File: src/rtl/issue_queue_nw_pkg.sv
// Shared types and helpers for the issue queue.
// Provides instr_t, NOP_INSTR and the leading-ones counter.
package issue_pkg;

    localparam int XLEN  = 32;
    localparam int MAX_W = 4;

    typedef logic [XLEN-1:0] instr_t;

    localparam instr_t NOP_INSTR = 32'd0;

    // Length of the run of ones starting at bit 0.
    function automatic int unsigned popcount_lead(
        input logic [MAX_W-1:0] v
    );
        int unsigned n;
        logic run;
        n   = 0;
        run = 1'b1;
        for (int i = 0; i < MAX_W; i++) begin
            run = run & v[i];
            if (run) n++;
        end
        return n;
    endfunction

endpackage

File: src/rtl/issue_queue_nw_if.sv
// Fetch and issue bundle of the issue queue.
// master: fetch/scheduler side, slave: the queue itself.
interface issue_queue_nw_if #(
    parameter int XLEN    = 32,
    parameter int DEPTH   = 8,
    parameter int ISSUE_W = 2,
    parameter int CNT_W   = $clog2(DEPTH + 1),
    parameter int BW      = $clog2(ISSUE_W + 1)
);
    logic                    fetch_valid;
    logic                    fetch_ready;
    logic [BW-1:0]           fetch_count;
    logic [ISSUE_W*XLEN-1:0] fetch_instr;
    logic [ISSUE_W-1:0]      freeze;
    logic [ISSUE_W*XLEN-1:0] issue_instr;
    logic [ISSUE_W-1:0]      issue_valid;
    logic [ISSUE_W-1:0]      issue_fire;
    logic [CNT_W-1:0]        occupancy;
    logic                    nothing_filled;
    logic                    full;

    modport master (
        output fetch_valid, fetch_count, fetch_instr, freeze,
        input  fetch_ready, issue_instr, issue_valid, issue_fire,
        input  occupancy, nothing_filled, full
    );

    modport slave (
        input  fetch_valid, fetch_count, fetch_instr, freeze,
        output fetch_ready, issue_instr, issue_valid, issue_fire,
        output occupancy, nothing_filled, full
    );
endinterface

File: src/rtl/issue_queue_nw_storage.sv
// DEPTH x XLEN register array for the issue queue.
// Ports: i_we/i_waddr/i_wdata write ISSUE_W consecutive wrapped slots,
// i_raddr/o_rdata read ISSUE_W consecutive wrapped slots.
module iq_storage #(
    parameter int XLEN    = 32,
    parameter int DEPTH   = 8,
    parameter int ISSUE_W = 2
) (
    input  logic                       clk,
    input  logic [ISSUE_W-1:0]         i_we,
    input  logic [$clog2(DEPTH)-1:0]   i_waddr,
    input  logic [ISSUE_W*XLEN-1:0]    i_wdata,
    input  logic [$clog2(DEPTH)-1:0]   i_raddr,
    output logic [ISSUE_W*XLEN-1:0]    o_rdata
);
    localparam int AW = $clog2(DEPTH);

    logic [XLEN-1:0] r_mem [DEPTH];
    logic [AW-1:0]   w_wa  [ISSUE_W];
    logic [AW-1:0]   w_ra  [ISSUE_W];

    always_comb begin
        for (int i = 0; i < ISSUE_W; i++) begin
            w_wa[i] = i_waddr + AW'(i);
            w_ra[i] = i_raddr + AW'(i);
        end
    end

    always_ff @(posedge clk) begin
        for (int i = 0; i < ISSUE_W; i++) begin
            if (i_we[i]) r_mem[w_wa[i]] <= i_wdata[i*XLEN +: XLEN];
        end
    end

    for (genvar g = 0; g < ISSUE_W; g++) begin : g_rd
        assign o_rdata[g*XLEN +: XLEN] = r_mem[w_ra[g]];
    end
endmodule

File: src/rtl/issue_queue_nw.sv
// In-order issue queue: ISSUE_W-wide fetch in, ISSUE_W lanes out.
// Ports: clk, n_rst (async low), i_en strobe, i_flush, io_q bundle.
module issue_queue_nw
    import issue_pkg::*;
#(
    parameter int XLEN    = 32,
    parameter int DEPTH   = 8,
    parameter int ISSUE_W = 2
) (
    input  logic                clk,
    input  logic                n_rst,
    input  logic                i_en,
    input  logic                i_flush,
    issue_queue_nw_if.slave     io_q
);
    localparam int AW    = $clog2(DEPTH);
    localparam int PW    = AW + 1;
    localparam int CNT_W = $clog2(DEPTH + 1);
    localparam int BW    = $clog2(ISSUE_W + 1);

    logic [PW-1:0]           r_rd_ptr;
    logic [PW-1:0]           r_wr_ptr;
    logic [CNT_W-1:0]        r_occ;
    logic [ISSUE_W-1:0]      w_valid;
    logic [ISSUE_W-1:0]      w_fire;
    logic [ISSUE_W-1:0]      w_we;
    logic [CNT_W-1:0]        w_pops;
    logic [CNT_W-1:0]        w_pushes;
    logic                    w_run;
    logic                    w_ready;
    logic                    w_accept;
    logic [ISSUE_W*XLEN-1:0] w_rdata;

    // A lane fires only if every older lane fires too.
    always_comb begin
        w_run   = i_en & ~i_flush;
        w_valid = '0;
        w_fire  = '0;
        for (int i = 0; i < ISSUE_W; i++) begin
            w_valid[i] = r_occ > CNT_W'(i);
            w_run      = w_run & w_valid[i] & ~io_q.freeze[i];
            w_fire[i]  = w_run;
        end
    end

    assign w_pops = CNT_W'(popcount_lead(MAX_W'(w_fire)));

    // Space check uses registered occupancy only.
    assign w_ready = ({1'b0, r_occ} + (CNT_W+1)'(ISSUE_W))
                     <= (CNT_W+1)'(DEPTH);

    assign w_accept = i_en & ~i_flush & io_q.fetch_valid & w_ready;

    always_comb begin
        w_pushes = '0;
        if (w_accept) begin
            if (io_q.fetch_count > BW'(ISSUE_W))
                w_pushes = CNT_W'(ISSUE_W);
            else
                w_pushes = CNT_W'(io_q.fetch_count);
        end
        for (int i = 0; i < ISSUE_W; i++)
            w_we[i] = CNT_W'(i) < w_pushes;
    end

    iq_storage #(
        .XLEN    (XLEN),
        .DEPTH   (DEPTH),
        .ISSUE_W (ISSUE_W)
    ) u_mem (
        .clk     (clk),
        .i_we    (w_we),
        .i_waddr (r_wr_ptr[AW-1:0]),
        .i_wdata (io_q.fetch_instr),
        .i_raddr (r_rd_ptr[AW-1:0]),
        .o_rdata (w_rdata)
    );

    always_ff @(posedge clk or negedge n_rst) begin
        if (!n_rst) begin
            r_rd_ptr <= '0;
            r_wr_ptr <= '0;
            r_occ    <= '0;
        end else if (i_flush) begin
            r_rd_ptr <= '0;
            r_wr_ptr <= '0;
            r_occ    <= '0;
        end else if (i_en) begin
            r_occ    <= r_occ - w_pops + w_pushes;
            r_rd_ptr <= r_rd_ptr + PW'(w_pops);
            r_wr_ptr <= r_wr_ptr + PW'(w_pushes);
        end
    end

    for (genvar g = 0; g < ISSUE_W; g++) begin : g_lane
        assign io_q.issue_instr[g*XLEN +: XLEN] =
            w_valid[g] ? w_rdata[g*XLEN +: XLEN] : XLEN'(NOP_INSTR);
    end

    assign io_q.issue_valid    = w_valid;
    assign io_q.issue_fire     = w_fire;
    assign io_q.occupancy      = r_occ;
    assign io_q.nothing_filled = (r_occ == '0);
    assign io_q.full           = (r_occ == CNT_W'(DEPTH));
    assign io_q.fetch_ready    = w_ready;

    a_cnt: assert property (@(posedge clk) disable iff (!n_rst)
        io_q.fetch_count <= BW'(ISSUE_W));
    a_occ: assert property (@(posedge clk) disable iff (!n_rst)
        r_occ <= CNT_W'(DEPTH));
    a_push: assert property (@(posedge clk) disable iff (!n_rst)
        !w_ready |-> (w_pushes == '0));
    a_lead: assert property (@(posedge clk) disable iff (!n_rst)
        (w_fire & ISSUE_W'(w_fire + 1'b1)) == '0);
    a_ptr: assert property (@(posedge clk) disable iff (!n_rst)
        PW'(r_wr_ptr - r_rd_ptr) == PW'(r_occ));
endmodule

File: src/flat_wrapper.sv
// flat-port wrapper written by rule: the top's interface ports become plain ports
module issue_queue_nw_flat import issue_pkg::*;
#(
    parameter int XLEN    = 32,
    parameter int DEPTH   = 8,
    parameter int ISSUE_W = 2
)
  (clk, n_rst, i_en, i_flush, io_q_fetch_valid, io_q_fetch_count, io_q_fetch_instr, io_q_freeze, io_q_fetch_ready, io_q_issue_instr, io_q_issue_valid, io_q_issue_fire, io_q_occupancy, io_q_nothing_filled, io_q_full);
  issue_queue_nw_if #(.XLEN(XLEN), .DEPTH(DEPTH), .ISSUE_W(ISSUE_W)) io_q_i ();
  input  logic clk;
  input  logic n_rst;
  input  logic i_en;
  input  logic i_flush;
  input wire logic [$bits(io_q_i.fetch_valid)-1:0] io_q_fetch_valid;
  input wire logic [$bits(io_q_i.fetch_count)-1:0] io_q_fetch_count;
  input wire logic [$bits(io_q_i.fetch_instr)-1:0] io_q_fetch_instr;
  input wire logic [$bits(io_q_i.freeze)-1:0] io_q_freeze;
  output wire logic [$bits(io_q_i.fetch_ready)-1:0] io_q_fetch_ready;
  output wire logic [$bits(io_q_i.issue_instr)-1:0] io_q_issue_instr;
  output wire logic [$bits(io_q_i.issue_valid)-1:0] io_q_issue_valid;
  output wire logic [$bits(io_q_i.issue_fire)-1:0] io_q_issue_fire;
  output wire logic [$bits(io_q_i.occupancy)-1:0] io_q_occupancy;
  output wire logic [$bits(io_q_i.nothing_filled)-1:0] io_q_nothing_filled;
  output wire logic [$bits(io_q_i.full)-1:0] io_q_full;
  assign io_q_i.fetch_valid = io_q_fetch_valid;
  assign io_q_i.fetch_count = io_q_fetch_count;
  assign io_q_i.fetch_instr = io_q_fetch_instr;
  assign io_q_i.freeze = io_q_freeze;
  assign io_q_fetch_ready = io_q_i.fetch_ready;
  assign io_q_issue_instr = io_q_i.issue_instr;
  assign io_q_issue_valid = io_q_i.issue_valid;
  assign io_q_issue_fire = io_q_i.issue_fire;
  assign io_q_occupancy = io_q_i.occupancy;
  assign io_q_nothing_filled = io_q_i.nothing_filled;
  assign io_q_full = io_q_i.full;
  issue_queue_nw #(.XLEN(XLEN), .DEPTH(DEPTH), .ISSUE_W(ISSUE_W)) u_core (.clk(clk), .n_rst(n_rst), .i_en(i_en), .i_flush(i_flush), .io_q(io_q_i));
endmodule
File: config.mk
export PLATFORM = sky130hd
export DESIGN_NAME = issue_queue_nw_flat
export DESIGN_NICKNAME = d
export VERILOG_FILES = /design/src/rtl/issue_queue_nw_pkg.sv /design/src/rtl/issue_queue_nw_if.sv /design/src/rtl/issue_queue_nw_storage.sv /design/src/rtl/issue_queue_nw.sv /design/src/flat_wrapper.sv
export SDC_FILE = /design/constraint.sdc
export NUM_CORES = 1
export LEC_CHECK = 0
export ABC_CLOCK_PERIOD_IN_PS = 5200
export BUFFER_PORTS_ARGS = -buffer_cell sky130_fd_sc_hd__buf_2
export CAP_MARGIN = 20
export CORE_UTILIZATION = 55
export CTS_BUF_LIST = sky130_fd_sc_hd__clkbuf_8
export CTS_CLUSTER_SIZE = 30
export DETAILED_ROUTE_END_ITERATION = 12
export GPL_TIMING_DRIVEN = 1
export PLACE_DENSITY = 0.75
export SKIP_LAST_GASP = 1
export SLEW_MARGIN = 10
export SYNTH_ARGS = -nofsm -noshare
export SYNTH_HDL_FRONTEND = slang
export SYNTH_HIERARCHICAL = 1
export SYNTH_SLANG_ARGS = --single-unit
File: constraint.sdc
create_clock -name clk -period 5.2 [get_ports clk]
set_input_delay 0.26 -clock clk [delete_from_list [all_inputs] [get_ports clk]]
set_output_delay 0.26 -clock clk [all_outputs]
set_load 0.05 [all_outputs]
# Yosys cells after proc, flatten, opt, wreduce, memory -nomap -nowiden
# Memories as Yosys holds them, arrays and structs flattened.
# Index checks and enable logic that the tools add are counted.
# classes
eq_ne	1
n_bitwise	11
n_div	0
n_reduce_logical	2
shift	0
n_lt_le_gt_ge	6
mul	0
add_sub_neg	8
n_mux	16
# ops
cell	n
$mux W32	2
$mux W4	8
$add A4 B4 Y4	3
$and A1 B1 Y1	8
$gt A4 B1 Y1 const B	2
$lt A1 B4 Y1 const A	2
$add A3 B1 Y3 const B	2
$add A4 B2 Y5 const B	1
$le A5 B4 Y1 const B	1
$mux W1	5
$eq A4 B4 Y1 const B	1
$logic_not A4 Y1	1
$sub A4 B4 Y4	1
$not A1 Y1	3
$add A1 B1 Y2 const B	1
$gt A2 B2 Y1 const B	1
$mux W2	1
$reduce_bool A2 Y1	1
# totals
out_inout_bits	75
mem_count	1
elab_cells	48
latch_bits	0
ram_bits	256
rom_bits	0
regBits	12
# memory_table
memory	words	width	read_ports	rd_ports_with_merged_regs	wr	line	source
u_core.u_mem.r_mem	8	32	2	0	2	issue_queue_nw_storage.sv:18	logic [XLEN-1:0] r_mem [DEPTH];

# Longest topological paths before layout
# Gate-level depths: netlist (run 1).
# depth
depth_word	12
ltp_mapped	13
depth_no_buf	12

# By module
# Netlist (run 1), hierarchy kept.
# modules_own_cells
module	instances	cells_per_inst	area_per_inst_um2
iq_storage	1	1017	15185.8
issue_queue_nw	1	159	1282.5

# Worst setup path before layout (run 1)
# OpenSTA, ideal clock, no wires.
# synth_path
kind	register to register
startpoint	register u_core.r_occ[1], in the netlist u_core/io_q.occupancy[1]
endpoint	memory u_core.u_mem.r_mem[2][0], enable pin
stages_incl_launch_ff	7
path_buffers	0
arrival_time_ps	4216
required_time_ps	4728
period_less_slack_ps	4688
setup_time_ps	472
setup_slack_ps	512
path_cell_list	dfrtp_1 -> ha_1 -> nor3b_2 -> o2111a_1 -> o21a_1 -> nand2_1 -> o32ai_1
# synth_lines
item	line	source
start: declaration	issue_queue_nw.sv:23	logic [CNT_W-1:0] r_occ;
start signal: assignment	issue_queue_nw.sv:89	r_occ <= r_occ - w_pops + w_pushes;
end: declaration	issue_queue_nw_storage.sv:18	

# Worst setup path after layout (run 1)
# layout_path
startpoint	register u_core.r_rd_ptr[0]
endpoint	output io_q_issue_instr[63]
# layout_between
elab_chain_len	3
# layout_rtl
item	line	source
start: declaration	issue_queue_nw.sv:21	logic [PW-1:0] r_rd_ptr;
start signal: assignment	issue_queue_nw.sv:90	r_rd_ptr <= r_rd_ptr + PW'(w_pops);
$add A3 B1 Y3	issue_queue_nw_storage.sv:25	w_ra[i] = i_raddr + AW'(i);
$mem_v2 Z8 W32	n/a	
named net u_core.w_rdata[63]	issue_queue_nw.sv:32	logic [ISSUE_W*XLEN-1:0] w_rdata;
$mux W32	issue_queue_nw.sv:97	w_valid[g] ? w_rdata[g*XLEN +: XLEN] : XLEN'(NOP_INSTR);
end: declaration	flat_wrapper.sv:19	output wire logic [$bits(io_q_i.issue_instr)-1:0] io_q_issue_instr;
# The timed path passes the listed nets, and every way through them passes these cells.

==> results of run 1 <==
==> layer usage <==
metal  part of all wire [%]  GRT usage [%]  wire, um
met5                  0.023              0        10
met2                     49          46.51     21160
met1                     41          38.74     17680
met4                    2.7          10.51      1168
met3                    8.0          4.352      3472
==> synth_stat cells, types with 7 or more instances <==
master and count:
and3_1 64, clkbuf_1 42, ha_1 12, buf_2 43
mux2_2 277, mux4_2 64, edfxtp_1 256, mux2i_1 68
nor2_1 16, nand2_1 7, dfrtp_1 10, a2111oi_0 64
nor2b_1 99, mux2_1 11, nor4_1 33, and2_1 33
buf_1 10, inv_1 13
==> through the flow <==
stage	hold slack, ns	setup WS (ns)	cells	util [%]	power, uW
2_1_floorplan	-0.03559	0.5123	1176	-	3238
3_3_place_gp	0.1487	1.577	1637	60.74	3504
3_5_place_dp	0.1591	1.529	1637	60.74	3520
4_1_cts	0.009168	0.9214	1721	63.64	5270
5_1_grt	0.04225	0.8379	1724	63.75	5428
6_report	0.03649	1.017	1725	63.76	5232
==> cells by family after synthesis <==
logic type      count (synthesis)  share of synthesized area, %
mux                           420                         32.58
fa+ha+maj                      16                         1.398
buf+inv                       113                         2.994
compound gates                 80                         4.095
simple gates                  273                         10.22
xor+xnor                        8                        0.5167
flops                         266                         48.20
==> cell usage in the layout (no fill, tap or decap), types with 7 or more instances in the layout <==
cell type,n
nor2_1,12
mux2_1,11
buf_4,29
ha_1,11
clkbuf_8,48
mux4_2,64
edfxtp_1,256
clkinv_1,12
nor2b_1,99
dfrtp_1,7
a2111oi_0,64
and3_1,64
nor4_1,33
buf_2,147
inv_1,28
mux2_2,277
mux2i_1,68
and2_1,33
==> cell type report <==
type / instances / share of cell area (%)
multi-input cells: 797 / 44.39
flip-flops and latches: 266 / 42.86
repair buffers: 178 / 5.343
clock buffers: 48 / 3.562
well taps: 384 / 2.590
clock inverters: 35 / 0.9309
inverters: 14 / 0.2833
diodes: 3 / 0.04047
==> timing repair <==
action / in CTS / in global routing
hold endpoints to repair: 10 / 0
resized for setup: 0 / 0
hold buffers: 1 / 0
==> sequential cells by signal, indices dropped and copies added (netlist names) <==
register               flops
u_core/io_q.occupancy      4
u_core/r_rd_ptr            3
u_core/r_wr_ptr            3
u_core/u_mem/r_mem       256
==> worst paths after layout <==
check / end / cells after the start
min reg2reg: u_core/r_wr_ptr[1]$_DFFE_PN0P_ / 2
min in group asynchronous: u_core/io_q.occupancy[2]$_DFFE_PN0P_ / 2
max reg2reg: u_core/u_mem/r_mem[4][16]$_DFFE_PP_ / 8
min: u_core/io_q.occupancy[1]$_DFFE_PN0P_ / 2
max in group asynchronous: u_core/r_rd_ptr[2]$_DFFE_PN0P_ / 2
max: io_q_issue_instr[63] / 7
==> power groups by stage <==
stage	clock (uW)	sequential, uW	combinational (uW)
floorplan	0	2440	796
global placement	0	2450	1060
detailed placement	0	2450	1070
CTS	1790	2400	1080
global route	1880	2410	1140
finish	1750	2400	1080
==> flow_summary.json, run 1 <==
{
  "first_pass_iters": 5,
  "min_period_over_period_pct": 80.43,
  "grt_max_degree": 101,
  "io_pins": 148,
  "synth_fp_nets": 1265,
  "drive_gt1_share_pct": 45.07,
  "gp_congestion": 0.7955,
  "track_usage_pct": 28.53,
  "grt_overflow": 0,
  "start_util_pct": 56.61,
  "synth_area_leaders": "edfxtp_1, mux2_2, mux4_2, mux2i_1, nor2b_1",
  "die_area_mm2": 0.03064,
  "core-area_mm2": 0.02909,
  "fin_area_mm2": 0.01855,
  "leakagePower_uw": 0.006487,
  "tightestPinTransition_ns": 1.014,
  "cp_num_buf_inv": 2,
  "numCtsBuffers": 47,
  "period_needed_ns": 4.183,
  "multi_input_area_mm2": 0.008234,
  "peakVddDrop_v": 0.0002048,
  "drt_iter0_drc": 1012,
  "power_density_mw_per_mm2": 282.1,
  "antenna_found_initial": 5,
  "maxSlewViolCount": 0,
  "clockRootBuffer": "clkbuf_8",
  "cp-start-kind": "flip-flop",
  "cts_max_level": 2,
  "synth_edf_count": 256,
  "clk_latency_ns": 0.56,
  "syn_area_per_cell_um2": 14.00,
  "yosysUniqueCellTypes": 45,
  "p_switching_uw": 1594,
  "intPower_uw": 3637,
  "port-buffer-count": 147,
  "yosys_most_used_dff": "edfxtp_1",
  "reg2reg_setup_slack_ns": 1.55,
  "drtAntennaViolNets": 0,
  "setup_viol": 0,
  "finalWirelength_um": 43490,
  "regArea_mm2": 0.007949,
  "via_per_inst": 6.438,
  "path_max_fanout": 64,
  "maxCapViolCount": 0,
  "end_kind": "output pin",
  "synth_warnings": 6,
  "fin_tns_setup_ns": 0,
  "path_delay_family": "simple AND/OR/NAND/NOR gates",
  "synthCells": 1176,
  "clock_sinks": 266,
  "fmax_mhz": 239.1,
  "finalClockSkew_ns": 0.01753,
  "drc": 0,
  "vias": 11106,
  "hp-class": "primary input to flip-flop",
  "crit_type": "flip-flop to output pin",
  "yosysSeqAreaShare_pct": 48.20,
  "placed_area_mm2": 0.01767,
  "rsz0062_at_grt": "false",
  "path_clk_slew_ns": 0.06,
  "p_clk_share_pct": 33.5,
  "synth_seq_cells": 266,
  "grt_pass1_vias": 11134,
  "grt_pass1_wl_um": 65870,
  "synth_top_cell_area_share_pct": 46.68,
  "dieWidth_um": 175.0,
  "power_frac_comb_pct": 20.6,
  "crit_start": "u_core/r_rd_ptr[0]$_DFFE_PN0P_",
  "cts_tree": "done",
  "max_slew_margin_pct": 32.06,
  "num_rows": 62,
  "r2r-start": "u_core/io_q.occupancy[1]$_DFFE_PN0P_",
  "required_ns": 4.94,
  "p_seq_share_pct": 45.9,
  "cpPeakStageDelay_ns": 0.77,
  "synth.cell_area_mm2": 0.01647,
  "clockBufferDepth": 3,
  "hold_start": "i_flush",
  "switching_share_pct": 30.47,
  "ys_async_sr_fraction_pct": 3.759,
  "crit_chain": "ha_4 -> xnor2_2 -> buf_4 -> a2111oi_0 -> nor4_1 -> and2_1 -> buf_2",
  "hold_violations": 0,
  "cts_setup_buffers": 0,
  "post-dp-hpwl_um": 25190,
  "fin_nets": 1393,
  "fill_cells": 2223,
  "status": "completed",
  "critPathArrivalTime_ns": 3.92,
  "slowest_stage": "xnor2_2",
  "post_drt_wl_per_cell_um": 25.21,
  "area_growth_pct": 12.63,
  "die_h_um": 175.0,
  "synth_largest_area_cell": "edfxtp_1"
}
Note: power is estimated with default switching activity, not from simulation.
==> run 2: changes to the inputs <==
ABC_CLOCK_PERIOD_IN_PS = 4170   (was 5200)
clock period = 4.17 ns   (was 5.2 ns; I/O delays follow)
==> run 2 against run 1 <==
Effect of this change: via count barely moved; global-route usage fell by 0.46 points; setup slack got worse by 0.55 ns; cell count rose by 0.41%; sequential cell count unchanged; combinational power rose by 27%; sequential share of layout area decreased by 0.50 points; highest routed layer is now met4.
==> flow_summary.json, run 2 (synthesis results as in run 1) <==
{
  "status": "completed",
  "stdcell_count": 1732,
  "clock_sinks": 266,
  "cts_setup_buffers": 0,
  "num_rows": 62,
  "end_kind": "output pin",
  "grt_pass1_vias": 11287,
  "antenna_found_initial": 3,
  "path_clk_slew_ns": 0.06,
  "path_delay_family": "simple AND/OR/NAND/NOR gates",
  "numCtsBuffers": 47,
  "post_drt_wl_per_cell_um": 24.69,
  "period_needed_ns": 3.704,
  "hold_violations": 0,
  "clockRootBuffer": "clkbuf_8",
  "tightestPinTransition_ns": 0.9726,
  "drtAntennaViolNets": 0,
  "area_growth_pct": 13.95,
  "dieWidth_um": 175.0,
  "io_pins": 148,
  "clockBufferDepth": 3,
  "grt_pass1_wl_um": 65730,
  "maxCapViolCount": 0,
  "cts_tree": "done",
  "drt_iter0_drc": 850,
  "hp-class": "primary input to flip-flop",
  "min_period_over_period_pct": 88.81,
  "leakagePower_uw": 0.006550,
  "port-buffer-count": 147,
  "clk_latency_ns": 0.58,
  "grt_max_degree": 163,
  "placed_area_mm2": 0.01789,
  "crit_chain": "ha_4 -> xor2_4 -> buf_4 -> a2111oi_0 -> nor4_1 -> and2_1 -> buf_2",
  "hold_buffers": 2,
  "core-area_mm2": 0.02909,
  "place_inst": 1641,
  "cpPeakStageDelay_ns": 0.63,
  "hold_path_depth": 2,
  "die_area_mm2": 0.03064,
  "power_density_mw_per_mm2": 350.8,
  "drive_gt1_share_pct": 44.80,
  "fin_tns_setup_ns": 0,
  "via_per_inst": 6.409,
  "ctsResizeCount": 0,
  "finalClockSkew_ns": 0.03484,
  "start_util_pct": 56.61,
  "first_pass_iters": 5,
  "critPathArrivalTime_ns": 3.50,
  "max_slew_margin_pct": 35.16,
  "cp-start-kind": "flip-flop",
  "required_ns": 3.96,
  "cts_max_level": 2,
  "finalWirelength_um": 42770,
  "rsz0062_at_grt": "false",
  "gp_congestion": 0.8184,
  "slowest_stage": "xor2_4",
  "layout_common_cells": "mux2_2, edfxtp_1, buf_2",
  "crit_type": "flip-flop to output pin",
  "peakVddDrop_v": 0.0002015,
  "die_h_um": 175.0,
  "fin_area_mm2": 0.01877,
  "layout_commonest_cell": "mux2_2",
  "cp_num_buf_inv": 2,
  "path_max_fanout": 23,
  "fin_nets": 1397,
  "track_usage_pct": 28.07,
  "fmax_mhz": 270.0,
  "post-dp-hpwl_um": 25800,
  "vias": 11100,
  "largest_reg_flops": 256,
  "setup_viol": 0,
  "grt_overflow": 0,
  "reg2reg_depth": 8,
  "cp.depth": 7,
  "drc": 0,
  "maxSlewViolCount": 0
}
## run 2: final timing paths
| check | from | slack [ns] | to |
|---|---|---|---|
| setup / recovery | u_core/r_rd_ptr[0]$_DFFE_PN0P_ | 0.47 | io_q_issue_instr[37] |
| min in group asynchronous | n_rst | 0.06 | u_core/r_wr_ptr[2]$_DFFE_PN0P_ |
| max in group asynchronous | n_rst | 3.87 | u_core/r_rd_ptr[1]$_DFFE_PN0P_ |
| hold reg to reg | u_core/io_q.occupancy[2]$_DFFE_PN0P_ | 0.65 | u_core/io_q.occupancy[2]$_DFFE_PN0P_ |
| hold / removal | io_q_fetch_instr[6] | 0.02 | u_core/u_mem/r_mem[0][6]$_DFFE_PP_ |
| setup reg to reg | u_core/io_q.occupancy[1]$_DFFE_PN0P_ | 0.83 | u_core/u_mem/r_mem[2][30]$_DFFE_PP_ |
## run 2: final cells by class
type                    instances  area (um^2)
clock inverters                38        178.9
fillers                      2185        10320
flip-flops and latches        266         7949
repair buffers                182         1191
inverters                      14        52.55
diodes                          2        5.005
clock buffers                  49        674.4
multi-input cells             797         8234
well taps                     384        480.5
## run 2: per-stage QoR
stage	total power (uW)	util, %	setup WS, ns	hold WS, ns
after global placement	4383	61.49	0.9215	0.08749
final	6584	64.51	0.4665	0.02389
after floorplan	4037	-	-0.3442	-0.08709
after detailed placement	4405	61.49	0.8369	0.09800
after CTS	6627	64.49	0.5376	0.001357
after global routing	6829	64.51	0.3628	0.03321
## run 2: metal layers
metal	global-route usage, %	share of wire (%)	vias to the layer above
met1	37.94	44	5663
met5	0	0	-
met2	46.79	49	396
met3	4.025	5.5	73
li1	-	-	4968
met4	8.986	2.0	0
## run 2: report_power, final
part,switching (uW),internal (uW),total (uW)
clock,1080,1150,2230
combinational,911,456,1370
sequential,22.1,2960,2980
total,2020,4570,6580
==> run 3: changes to the inputs <==
ABC_AREA = 1   (was unset)
CAP_MARGIN = unset   (was 20)
PLACE_DENSITY = 0.74   (was 0.75)
RECOVER_POWER = 25   (was unset)
==> run 3 against run 2 <==
Effect of this change: the flow now finishes with violations (capacitance limit, slew limit); area after synthesis grew 18%; power rose by 9.4%; die area grew 18%; clock skew is 0.011 ns lower; hold slack worse by 0.013 ns; fmax fell by 0.14%; sequential share of layout area is 4.6 points lower; clock power grew 17%; non-clock buffer count is 17 higher; cell count increased by 96%; critical path type unchanged; critical endpoint is now io_q_issue_instr[7]; largest cell class unchanged; largest power group unchanged.
==> flow_summary.json, run 3 <==
{
  "hold_ws_ns": 0.01094,
  "track_usage_pct": 35.52,
  "clk_latency_ns": 0.57,
  "clockRootBuffer": "clkbuf_8",
  "dieWidth_um": 190.2,
  "finalClockSkew_ns": 0.02341,
  "p_clk_share_pct": 36.2,
  "yosysUniqueCellTypes": 31,
  "synth_largest_area_cell": "edfxtp_1",
  "drive_gt1_share_pct": 9.550,
  "numCtsBuffers": 49,
  "reg2reg_setup_slack_ns": 0.56,
  "r2r-start": "u_core/io_q.occupancy[1]$_DFFE_PN0P_",
  "fmax_mhz": 269.6,
  "cts_setup_buffers": 0,
  "io_pins": 148,
  "hold_buffers": 10,
  "synth_seq_cells": 266,
  "max_slew_margin_pct": -34.22,
  "hold_violations": 0,
  "drt_iter0_drc": 2342,
  "clock_sinks": 266,
  "path_clk_slew_ns": 0.06,
  "crit_end": "io_q_issue_instr[7]",
  "peakVddDrop_v": 0.0003766,
  "layout_common_cells": "nand2_1, inv_1, nand3_1",
  "grt_max_degree": 99,
  "synth.cell_area_mm2": 0.01948,
  "synthCells": 2918,
  "intPower_uw": 4759,
  "die_h_um": 190.2,
  "ys_async_sr_fraction_pct": 3.759,
  "gp_congestion": 0.8802,
  "finalWirelength_um": 64910,
  "critPathArrivalTime_ns": 3.50,
  "cts_tree": "done",
  "netlist_top_cells_count": "nand2_1, inv_1, nand3_1, edfxtp_1, nand4_1",
  "cts_max_level": 2,
  "hold_path_depth": 3,
  "grt_pass1_wl_um": 99860,
  "fin_nets": 2981,
  "post-dp-hpwl_um": 36560,
  "drc": 0,
  "layout_commonest_cell": "nand2_1",
  "hp-class": "primary input to flip-flop",
  "reg2reg_depth": 9,
  "clockBufferDepth": 3,
  "num_rows": 68,
  "rsz0062_at_grt": "false",
  "power_uw": 7203,
  "synth_fp_nets": 3007,
  "cp-start-kind": "flip-flop",
  "first_pass_iters": 6,
  "power_frac_comb_pct": 22.4,
  "switching_share_pct": 33.93,
  "end_kind": "output pin",
  "power_density_mw_per_mm2": 342.6,
  "port-buffer-count": 147,
  "antenna_found_initial": 2,
  "leakagePower_uw": 0.01094,
  "grt_overflow": 0,
  "grt_pass1_vias": 18986,
  "tightestPinTransition_ns": 2.013,
  "period_needed_ns": 3.709,
  "worstReg2RegEnd": "u_core/u_mem/r_mem[0][25]$_DFFE_PP_",
  "status": "complete, but fails checks",
  "ctsResizeCount": 0,
  "p_seq_share_pct": 41.4,
  "setup_viol": 0,
  "vias": 19872,
  "die_area_mm2": 0.03617,
  "maxCapViolCount": 1,
  "syn_area_per_cell_um2": 6.675,
  "yosys_most_used_dff": "edfxtp_1",
  "synth_area_leaders": "edfxtp_1, nand2_1, nand4_1, inv_1, nand3_1",
  "p_switching_uw": 2444,
  "via_per_inst": 5.864,
  "min_period_over_period_pct": 88.94,
  "synth_warnings": 6,
  "required_ns": 3.96,
  "path_max_fanout": 98,
  "maxSlewViolCount": 99,
  "fill_cells": 3154,
  "post_drt_wl_per_cell_um": 19.15,
  "synth_edf_count": 256,
  "crit_type": "flip-flop to output pin",
  "core-area_mm2": 0.03471,
  "violations": "capacitance limit, slew limit",
  "yosysSeqAreaShare_pct": 40.75,
  "start_util_pct": 56.11,
  "yosysMostFrequentCell": "nand2_1",
  "synth_top_cell_area_share_pct": 39.47,
  "crit_start": "u_core/r_rd_ptr[0]$_DFFE_PN0P_",
  "drtAntennaViolNets": 0,
  "area_growth_pct": 7.946,
  "largest_reg_flops": 256
}
-- run 3: cell types whose count changed after synthesis, moves of 56 or more --
cell	change
a2111oi_0	-64
and3_1	-64
buf_2	+154
inv_1	+339
mux2_2	-277
mux2i_1	-68
mux4_2	-64
nand2_1	+1359
nand3_1	+261
nand4_1	+256
nor2_1	+56
nor2b_1	-99
-- run 3: cell type report --
cell class	instances	area (um^2)	share of cell area, %
Multi-Input combinational cell	2015	8970	42.66
Sequential cell	266	7944	37.78
Inverter	361	1365	6.492
Timing Repair Buffer	199	1174	5.582
Clock buffer	51	701.9	3.338
Tap cell	455	569.3	2.708
Clock inverter	40	296.5	1.410
Antenna cell	2	5.005	0.02380
-- run 3: routing by layer --
layer | GRT usage (%) | share of wire (%)
met5 | 0 | 0.015
met4 | 18.52 | 4.8
met3 | 4.907 | 11
met2 | 59.62 | 47
met1 | 44.57 | 37
-- run 3: power by group through the flow --
stage	clock network, uW	registers [uW]	logic (uW)
global placement	0	3030	1580
detailed placement	0	3040	1600
CTS	2620	2980	1620
finish	2610	2980	1610
global route	2730	2980	1740
floorplan	0	3050	1220
-- run 3: worst max-delay path, cell delays in order (launching register included) --
cell and delay (ns):
dfrtp_4 0.46, clkbuf_2 1.45, nand2_1 0.15, nand3_1 0.15, nand2_1 0.06, nand2_1 0.06, nand2_1 0.14, inv_1 0.07
nor2_1 0.04, buf_2 0.27
-- run 3: how the worst min path moves through the flow --
stage          slack, ns                                   end                  from
2_1_floorplan      -0.09  u_core/io_q.occupancy[0]$_DFFE_PN0P_                 n_rst
3_3_place_gp        0.08  u_core/io_q.occupancy[3]$_DFFE_PN0P_                 n_rst
3_5_place_dp        0.09  u_core/io_q.occupancy[3]$_DFFE_PN0P_                 n_rst
4_1_cts         0.000001    u_core/u_mem/r_mem[0][8]$_DFFE_PP_   io_q_fetch_instr[8]
5_1_grt             0.02   u_core/u_mem/r_mem[2][11]$_DFFE_PP_  io_q_fetch_instr[11]
6_report            0.01    u_core/u_mem/r_mem[3][8]$_DFFE_PP_   io_q_fetch_instr[8]
-- run 3: stage by stage --
step	util (%)	instances	instance area (um^2)	setup TNS, ns	setup WS [ns]
final	60.57	3389	21030	0	0.4612
after global routing	60.56	3388	21020	0	0.1950
after CTS	60.74	3387	21090	0	0.5883
after detailed placement	57.58	3286	19990	0	0.7628
after global placement	57.58	3286	19990	0	0.8357
after floorplan	-	2918	19480	-32.93	-0.2602
-- run 3: cell families (layout without fill, tap and decap cells) --
family	after synthesis	after routing	share of synthesized area, %
xor+xnor	1	1	0.08353
buf+inv	637	651	13.75
simple gates	1976	1976	43.59
fa+ha+maj	16	16	1.182
compound gates	22	22	0.6360
other cells	0	2	0
flops	266	266	40.75
